==> config.mk <==
export PLATFORM = sky130hd
export DESIGN_NAME = imm_expand_pipe
export DESIGN_NICKNAME = d
export VERILOG_FILES = /design/src/rtl/imm_expand_pipe.sv
export SDC_FILE = /design/constraint.sdc
export NUM_CORES = 1
export LEC_CHECK = 0
export ABC_AREA = 1
export BUFFER_PORTS_ARGS = -buffer_cell sky130_fd_sc_hd__buf_2
export CAP_MARGIN = 40
export CELL_PAD_IN_SITES_DETAIL_PLACEMENT = 1
export CELL_PAD_IN_SITES_GLOBAL_PLACEMENT = 2
export CORE_MARGIN = 2
export CORE_UTILIZATION = 29
export CTS_CLUSTER_SIZE = 12
export DETAILED_ROUTE_END_ITERATION = 7
export HOLD_SLACK_MARGIN = 0.05
export PLACE_DENSITY = 0.8
export SLEW_MARGIN = 40
export SYNTH_ARGS = -nofsm -noshare
export SYNTH_HDL_FRONTEND = slang
export SYNTH_SLANG_ARGS = --single-unit
==> constraint.sdc <==
create_clock -name clk -period 2.1 [get_ports clk]
set_input_delay 0.21 -clock clk [delete_from_list [all_inputs] [get_ports clk]]
set_output_delay 0.21 -clock clk [all_outputs]
set_load 0.02 [all_outputs]
==> src/rtl/imm_expand_pipe.sv <==
// imm_expand_pipe: two-stage elastic SPU immediate expander.
//   S1 extracts the I7/I10/I16/I18 field, sign/zero-extends it and trims it
//      to the lane width; S2 replicates the lane value across VEC_W bits.
// Optional feature macro: IMM_UPPER_EN adds the in_upper port (ilhu form,
// {I16, 16'h0000} per word lane).
// Handshake: a beat moves on a clock edge where valid && ready are both high;
// once out_valid is raised, out_imm/out_tag hold until out_ready accepts them.
module imm_expand_pipe #(
    parameter int VEC_W = 128,
    parameter int TAG_W = 6
) (
    input  logic             clk,
    input  logic             rst_n,
    input  logic             flush,
    input  logic             in_valid,
    output logic             in_ready,
    input  logic [31:0]      in_inst,
    input  logic [1:0]       in_fmt,
    input  logic             in_zext,
    input  logic [1:0]       in_elem,
`ifdef IMM_UPPER_EN
    input  logic             in_upper,
`endif
    input  logic [TAG_W-1:0] in_tag,
    output logic             out_valid,
    input  logic             out_ready,
    output logic [VEC_W-1:0] out_imm,
    output logic [TAG_W-1:0] out_tag
);

    generate
        if (VEC_W % 32 != 0) begin : g_bad_vec_w
            $error("imm_expand_pipe: VEC_W must be a multiple of 32");
        end
    endgenerate

    logic upper_sel;
`ifdef IMM_UPPER_EN
    assign upper_sel = in_upper;
`else
    assign upper_sel = 1'b0;
`endif

    // Instruction bits outside every immediate field are never looked at.
    logic unused_inst_bits;
    assign unused_inst_bits = ^{in_inst[31:25], in_inst[6:0]};

    // Pipeline state
    logic             s1_valid_q, s1_valid_d;
    logic [VEC_W-1:0] s1_val_q,   s1_val_d;
    logic [1:0]       s1_elem_q,  s1_elem_d;
    logic [TAG_W-1:0] s1_tag_q,   s1_tag_d;
    logic             s2_valid_q, s2_valid_d;
    logic [VEC_W-1:0] out_imm_q,  out_imm_d;
    logic [TAG_W-1:0] out_tag_q,  out_tag_d;

    logic             s2_adv, s1_adv;
    logic             s1_load, s2_load;
    logic             ext_fill;
    logic [15:0]      field_lo16;
    logic [VEC_W-1:0] ext_val;
    logic [VEC_W-1:0] lane_val;
    logic [VEC_W-1:0] rep_val;

    // Stage 1 datapath: select the field, extend it, trim to the lane width.
    always_comb begin
        ext_fill   = 1'b0;
        field_lo16 = 16'd0;
        ext_val    = '0;
        case (in_fmt)
            2'b00: begin
                ext_fill   = ~in_zext & in_inst[20];
                field_lo16 = {9'd0, in_inst[20:14]};
            end
            2'b01: begin
                ext_fill   = ~in_zext & in_inst[23];
                field_lo16 = {6'd0, in_inst[23:14]};
            end
            2'b10: begin
                ext_fill   = ~in_zext & in_inst[22];
                field_lo16 = in_inst[22:7];
            end
            default: begin
                ext_fill   = ~in_zext & in_inst[24];
                field_lo16 = in_inst[22:7];
            end
        endcase
        ext_val = {VEC_W{ext_fill}};
        case (in_fmt)
            2'b00:   ext_val[6:0]  = in_inst[20:14];
            2'b01:   ext_val[9:0]  = in_inst[23:14];
            2'b10:   ext_val[15:0] = in_inst[22:7];
            default: ext_val[17:0] = in_inst[24:7];
        endcase
        case (in_elem)
            2'b00:   lane_val = ext_val;
            2'b01:   lane_val = VEC_W'(ext_val[31:0]);
            2'b10:   lane_val = VEC_W'(ext_val[15:0]);
            default: lane_val = VEC_W'(ext_val[7:0]);
        endcase
        // ilhu form: immediate lands in the upper halfword of each word.
        if (upper_sel && in_elem == 2'b01) begin
            lane_val = VEC_W'({field_lo16, 16'h0000});
        end
    end

    // Stage 2 datapath: replicate the S1 lane value across the whole vector.
    always_comb begin
        rep_val = '0;
        case (s1_elem_q)
            2'b00: rep_val = s1_val_q;
            2'b01: for (int i = 0; i < VEC_W / 32; i++) rep_val[i*32 +: 32] = s1_val_q[31:0];
            2'b10: for (int i = 0; i < VEC_W / 16; i++) rep_val[i*16 +: 16] = s1_val_q[15:0];
            default: for (int i = 0; i < VEC_W / 8; i++) rep_val[i*8 +: 8] = s1_val_q[7:0];
        endcase
    end

    // Elastic control and next-state: each stage loads only when it advances;
    // flush clears valids but leaves the output data registers untouched.
    always_comb begin
        s2_adv  = !s2_valid_q || out_ready;
        s1_adv  = !s1_valid_q || s2_adv;
        s1_load = s1_adv && in_valid && !flush;
        s2_load = s2_adv && s1_valid_q && !flush;

        s1_valid_d = flush ? 1'b0 : (s1_adv ? in_valid   : s1_valid_q);
        s2_valid_d = flush ? 1'b0 : (s2_adv ? s1_valid_q : s2_valid_q);

        s1_val_d  = s1_val_q;
        s1_elem_d = s1_elem_q;
        s1_tag_d  = s1_tag_q;
        if (s1_load) begin
            s1_val_d  = lane_val;
            s1_elem_d = in_elem;
            s1_tag_d  = in_tag;
        end

        out_imm_d = out_imm_q;
        out_tag_d = out_tag_q;
        if (s2_load) begin
            out_imm_d = rep_val;
            out_tag_d = s1_tag_q;
        end
    end

    // Pipeline registers with asynchronous active-low reset.
    always_ff @(posedge clk or negedge rst_n) begin
        if (!rst_n) begin
            s1_valid_q <= 1'b0;
            s1_val_q   <= '0;
            s1_elem_q  <= 2'b00;
            s1_tag_q   <= '0;
            s2_valid_q <= 1'b0;
            out_imm_q  <= '0;
            out_tag_q  <= '0;
        end else begin
            s1_valid_q <= s1_valid_d;
            s1_val_q   <= s1_val_d;
            s1_elem_q  <= s1_elem_d;
            s1_tag_q   <= s1_tag_d;
            s2_valid_q <= s2_valid_d;
            out_imm_q  <= out_imm_d;
            out_tag_q  <= out_tag_d;
        end
    end

    assign in_ready  = s1_adv;
    assign out_valid = s2_valid_q;
    assign out_imm   = out_imm_q;
    assign out_tag   = out_tag_q;

endmodule
==> impl_results.md, run 1 <==
- Fmax: 547.7 MHz
- Final setup viols: 0
- Global-route wire length before repair: 23360 um
- Final Cell Area: 5736 um^2
- Worst path slowest cell: dfrtp_1
- Placer Congestion: 0.8122
- Core Region: 16000 um^2
- HPWL Detailed: 11130 um
- Initial cell density of the core: 29.79%
- Post-CTS Setup Repair Bufs: 0
- Die Ht: 132.2 um
- Crit path depth: 5
- Syn Nets: 616
- Post-route antenna net violation count: 0
- Clk slew on worst S/H paths: 0.07 ns
- Global Route Usage Sum: 16.98%
- Layout net count: 726
- Vias in the first global route: 4344
- CTS Root Buffer Type: clkbuf_16
- Place WS: 0.3186 ns
- Final non-filler cell total: 899
- Dpl cells: 878
- Status: finished clean
- Worst Path Class, Setup: register to register
- PwrDens: 1153 nW/um^2
- Worst Tran Pin Value: 0.6916 ns
- Area Growth Syn to Fin: 20.35%
- Initial antenna violation count: 0
- WHS Path Cells: 3
- Static Leak: 3.010 nW
- PortBufs: 169
- Post-Syn Instances: 568
- Synth area leader: dfrtp_1
- Ys Warns: 0
- Maximum fanout along the worst path: 13
- Cell Chain, Critical Path: nor2_1 > nand2_1 > nand2_1 > nor3_1 > nor2_1
- Clock tree sinks: 100
- Slew margin rel.: 53.89%
- Share of cells above drive strength 1: 30.45%
- Placed cell area: 5383 um^2
- Netlist cell types: 26
- Post-Route WL: 14460 um
- Crit path time final: 1.826 ns
- GRT Residual Overflow: 0
- Tot Pwr: 6.615 mW
- Clock skew: 0.007397 ns
- Max-cap check violation count: 0
- Area of the die: 17480 um^2
- Final hold viol count: 0
- Largest delay contributor family on the critical path: simple AND/OR/NAND/NOR gates
- WP data arrival: 2.05 ns
- Final worst slack: 0.2743 ns
- Ranking of synthesized cells by area: dfrtp_1, nand2_1, buf_4
- Worst vdd ir: 0.3691 mV
- Final worst-path cycle share: 86.94%
- Max incr delay on CP: 0.67 ns
- Buffers and inverters on the worst path: 0
- Mapped Area: 4766 um^2
- Slew Limit Fails: 0
- Post-CTS Resized: 0
- DRT iter0 DRCs: 125
- CP Launch Type: register
- Row count: 46
- Wirelength per Cell: 16.08 um
- R2R depth: 5
- Critical Path RT: 2.33 ns
- #FFs+latches synth: 100
- Initial DRT Pass Iterations: 4
- Die width: 132.2 um
- I/O Pins: 184
- Clock buffer count from CTS: 9
- Vias: 4144
- CTS H-tree lvls: 3
- Worst setup EP type: register
- Worst skew pair latency: 0.35 ns
- # diodes: 0
- Syn avg cell area: 8.391 um^2
- DR vias/cell: 4.610
- RSZ-0062 raised after global routing: false
- Sequential element share of the synthesized area: 52.51%
- Setup TNS: 0 ns
- Residual DRC: 0
- Largest net degree at the start of global routing: 53
- Hold crit path type: input port to register
- Synth top area share: 52.51%
- Clk buf depth: 2
- CTS tree: done
-- path summary, 6_finish.rpt --
path / startpoint / to / slack (ns)
worst max-delay path: s1_elem_q[1] / out_imm[110] / 0.27
worst max register to register: s1_elem_q[1] / out_imm[110] / 0.27
min in group asynchronous: rst_n / out_imm[119] / 0.46
worst min-delay path: in_tag[3] / s1_tag_q[3] / 0.06
worst min register to register: out_imm[2] / out_imm[2] / 0.48
max in group asynchronous: rst_n / out_imm[27] / 0.98
-- power by group --
part           leakage, nW  internal [mW]  total, mW  switching, mW
Combinational         1.66          0.715       2.23           1.52
Clock                0.144          0.954       1.70          0.747
Sequential            1.21           2.32       2.68          0.359
-- per-stage QoR --
stage | hold slack, ns | utilization, %
final | 0.05915 | 35.85
after global placement | 0.2958 | 33.64
after detailed placement | 0.2998 | 33.64
after CTS | 0.05174 | 35.85
after global routing | 0.06851 | 35.85
after floorplan | -0.08559 | -
-- logic make-up after synthesis --
logic type / Yosys count / share of synthesized area [%]
and+or+nand+nor: 280 / 23.86
AOI/OAI and AO/OA: 78 / 9.110
buffers and inverters: 110 / 14.52
DFF: 100 / 52.51
-- layout make-up --
class | count | area [um^2]
well taps | 216 | 270.3
multi-input cells | 358 | 1577
fillers | 1957 | 10260
inverters | 24 | 90.09
clock inverters | 6 | 63.81
flip-flops and latches | 100 | 2502
repair buffers | 185 | 993.5
clock buffers | 10 | 239.0
-- cells in the final DEF (no fill, tap or decap), drive strengths merged --
cell type	instances
a31oi	22
dlygate4sd3	5
nor2	66
nand2	171
or2	3
nor3	5
o22a	2
a41oi	1
nand4	1
dfrtp	100
bufinv	1
clkbuf	10
o21ai	27
o22ai	2
clkinv	3
a21oi	23
inv	24
o211ai	1
nor3b	1
clkinvlp	2
buf	180
nand3	33
-- repair_timing --
item	in CTS	in global routing
hold buffers	5	0
setup endpoints to repair	0	0
hold endpoints to repair	54	0
-- synthesized netlist by cell type --
library cell	n
inv_1	22
buf_4	67
nand3_1	32
nand3_2	1
nand2_1	168
or2_2	3
nor2_4	1
nand4_1	1
clkbuf_1	7
o21ai_1	1
dfrtp_1	100
o22ai_1	2
nand2_2	3
buf_6	2
o21ai_0	26
a21oi_1	23
inv_2	2
nor3b_1	1
nor3_1	5
o211ai_1	1
buf_2	10
o22a_1	2
nor2_2	2
a41oi_1	1
a31oi_1	22
nor2_1	63
-- worst register-to-register path: cells and delay by family (launching register included) --
kind             cells  cell delay (ns)
AND/OR/NAND/NOR      5             1.04
flip-flops           1             0.67
-- registers in the layout, summed over array words and instances (netlist names) --
name and cells:
out_valid 1, out_imm 64, out_tag 6, s1_elem_q 2
s1_valid_q 1, s1_tag_q 6, s1_val_q 20
-- layer usage --
metal / GRT usage [%] / part of all wire, %
met4: 5.854 / 1.7
met2: 28.67 / 48
met3: 3.268 / 5.7
met5: 0 / 0
met1: 21.83 / 45
No activity file was read; power rests on OpenSTA's default activity.
==> inputs of run 2 (changes only) <==
--- a/config.mk
+++ b/config.mk
@@ -11,11 +11,11 @@
 export CELL_PAD_IN_SITES_DETAIL_PLACEMENT = 1
 export CELL_PAD_IN_SITES_GLOBAL_PLACEMENT = 2
 export CORE_MARGIN = 2
-export CORE_UTILIZATION = 29
+export CORE_UTILIZATION = 27
 export CTS_CLUSTER_SIZE = 12
 export DETAILED_ROUTE_END_ITERATION = 7
 export HOLD_SLACK_MARGIN = 0.05
-export PLACE_DENSITY = 0.8
+export PLACE_DENSITY = 0.75
 export SLEW_MARGIN = 40
 export SYNTH_ARGS = -nofsm -noshare
 export SYNTH_HDL_FRONTEND = slang
==> constraint.sdc (replaced) <==
create_clock -name clk -period 2 [get_ports clk]
set_input_delay 0.2 -clock clk [delete_from_list [all_inputs] [get_ports clk]]
set_output_delay 0.2 -clock clk [all_outputs]
set_load 0.02 [all_outputs]
==> impl_results.md, run 2 (synthesized netlist as in run 1, its figures left out) <==
- Final setup viols: 0 (unchanged)
- Worst Tran Pin Value: 0.5223 ns (-0.1693 ns)
- Clk buf depth: 2 (unchanged)
- Crit. Startpoint: flush
- Vias: 4128 (-0.39%)
- Max-cap check violation count: 0 (unchanged)
- Hold Slack: 0.06167 ns (+0.002520 ns)
- Worst R2R Setup Slack: 0.35 ns (+0.08 ns)
- Largest register FFs: 64 (unchanged)
- Share of cells above drive strength 1: 29.66% (-0.79 points)
- Clock skew: 0.006323 ns (-0.001075 ns)
- Post-Route WL: 14660 um (+1.4%)
- PwrDens: 1199 nW/um^2 (+4.0%)
- Buffers and inverters on the worst path: 3 (+3)
- Most used cell, CP: nand2_1
- Vias in the first global route: 4242 (-2.3%)
- Worst skew pair latency: 0.34 ns (about the same)
- HPWL Detailed: 11040 um (-0.84%)
- Status: finished clean
- Maximum fanout along the worst path: 13 (unchanged)
- GRT Residual Overflow: 0 (unchanged)
- PortBufs: 169 (unchanged)
- Final worst-path cycle share: 85.81%
- Setup TNS: 0 ns (unchanged)
- Residual DRC: 0 (unchanged)
- Largest net degree at the start of global routing: 67 (+26%)
- Area of the die: 18730 um^2 (+7.2%)
- Slew margin rel.: 65.10% (+11 points)
- DR vias/cell: 4.556 (-1.2%)
- Worst vdd ir: 0.4328 mV (+17%)
- RR Startpoint: s1_elem_q[1]
- Global-route wire length before repair: 22680 um (-2.9%)
- Row count: 48 (+4.3%)
- CP Launch Type: input port
- Post-route antenna net violation count: 0 (unchanged)
- Final worst slack: 0.2838 ns (+0.009477 ns)
- Static Leak: 3.006 nW (-0.14%)
- DRT iter0 DRCs: 195 (+56%)
- Slew Limit Fails: 0 (unchanged)
- FF-to-FF End: out_imm[109]
- Layout net count: 725 (-0.14%)
- Cell Chain, Critical Path: dlygate4sd3_1 > buf_2 > inv_1 > nand2_1 > nor2_4 > nand2_1 > nor3_1 > nor2_1
- Worst setup EP type: register
- Final hold viol count: 0 (unchanged)
- CTS H-tree lvls: 3 (unchanged)
- Global Route Usage Sum: 15.88% (-1.1 points)
- Worst Path Class, Setup: input port to register
- Clock buffer count from CTS: 9 (unchanged)
- Area Growth Syn to Fin: 20.64%
- Initial DRT Pass Iterations: 5 (+1)
- I/O Pins: 184 (unchanged)
- Critical Path Sink: out_imm[110]
- RSZ-0062 raised after global routing: false
- Crit path time final: 1.716 ns
- Commonest cells after routing, fill and taps aside: nand2_1, buf_2, dfrtp_1, nor2_1, nand3_1
- Die Ht: 136.9 um (+3.5%)
- Placer Congestion: 0.7988 (-1.6%)
- Worst path slowest cell: dlygate4sd3_1
- Initial cell density of the core: 27.55% (-2.2 points)
- Place WS: 0.3278 ns (+0.009244 ns)
- Fmax: 582.7 MHz
- Largest delay contributor family on the critical path: simple AND/OR/NAND/NOR gates
- R2R depth: 5 (unchanged)
- # diodes: 0 (unchanged)
- Clk slew on worst S/H paths: 0.07 ns (about the same)
- Clock tree sinks: 100 (unchanged)
- CTS Root Buffer Type: clkbuf_16
- CTS tree: done
- Critical Path RT: 2.23 ns (-0.10 ns)
- Initial antenna violation count: 0 (unchanged)
- Max incr delay on CP: 0.54 ns (-0.13 ns)
- Core Region: 17300 um^2 (+8.1%)
- Crit path depth: 8 (+3)
- WP data arrival: 1.95 ns (-0.10 ns)
- Hold crit path type: input port to register
- Die width: 136.9 um (+3.5%)
- Wirelength per Cell: 16.19 um (+0.63%)
==> run 2: cell types whose count changed in the layout (fill, tap and decap cells not counted), sizes merged <==
cell         previous run  this run
dlygate4sd3             5         6
buf                   180       178
clkinv                  3         1
clkinvlp                2         0
clkbuf                 10        13
==> run 2: worst min-delay path by stage <==
stage,start,end,slack [ns],cells after the start
after CTS,in_tag[5],s1_tag_q[5],0.05,3
after floorplan,rst_n,out_imm[0],-0.1,0
after detailed placement,rst_n,s1_tag_q[0],0.21,1
final,in_tag[1],s1_tag_q[1],0.06,3
after global placement,rst_n,s1_tag_q[1],0.20,1
after global routing,in_tag[1],s1_tag_q[1],0.07,3
==> run 2: where the power goes <==
group | total, mW | switching [mW] | internal (mW)
combinational | 2.35 | 1.60 | 0.756
sequential | 2.81 | 0.372 | 2.44
clock | 1.73 | 0.731 | 0.997
==> run 2: per-layer routing <==
layer  vias to the layer above  global-route usage, %  wire length [um]
met1                      2022                  20.43              6413
met4                         0                  4.811               178
met2                       116                  27.39              7289
met5                         -                      0                 0
li1                       1980                      -                 -
met3                        10                  2.630               782
==> run 2: worst reg2reg max path, stage by stage (launching register included) <==
cell     delay [ns]
dfrtp_1        0.46
nor2_1         0.16
nand2_1        0.18
nand2_1        0.46
inv_1          0.12
a31oi_1        0.19
==> run 2: what timing repair did <==
action | in CTS | in global routing
endpoints found under the hold margin | 40 | 0
buffers inserted | 0 | 0
gates resized for setup | 0 | 0
hold buffers | 6 | 0
==> run 2: final cells by class <==
cell class | instances | area, um^2
Inverter | 24 | 90.09
Clock buffer | 13 | 250.2
Tap cell | 225 | 281.5
Multi-Input combinational cell | 358 | 1577
Clock inverter | 2 | 35.03
Timing Repair Buffer | 184 | 1013
Sequential cell | 100 | 2502
Fill cell | 2149 | 11550
==> run 2: per-stage QoR <==
step	std cells	utilization [%]	cell area (um^2)	power [mW]
6_report	906	33.24	5749	6.894
5_1_grt	906	33.24	5749	7.306
4_1_cts	906	33.24	5749	7.005
3_5_place_dp	885	31.24	5404	5.239
3_3_place_gp	885	31.24	5404	5.180
2_1_floorplan	568	-	4766	4.625
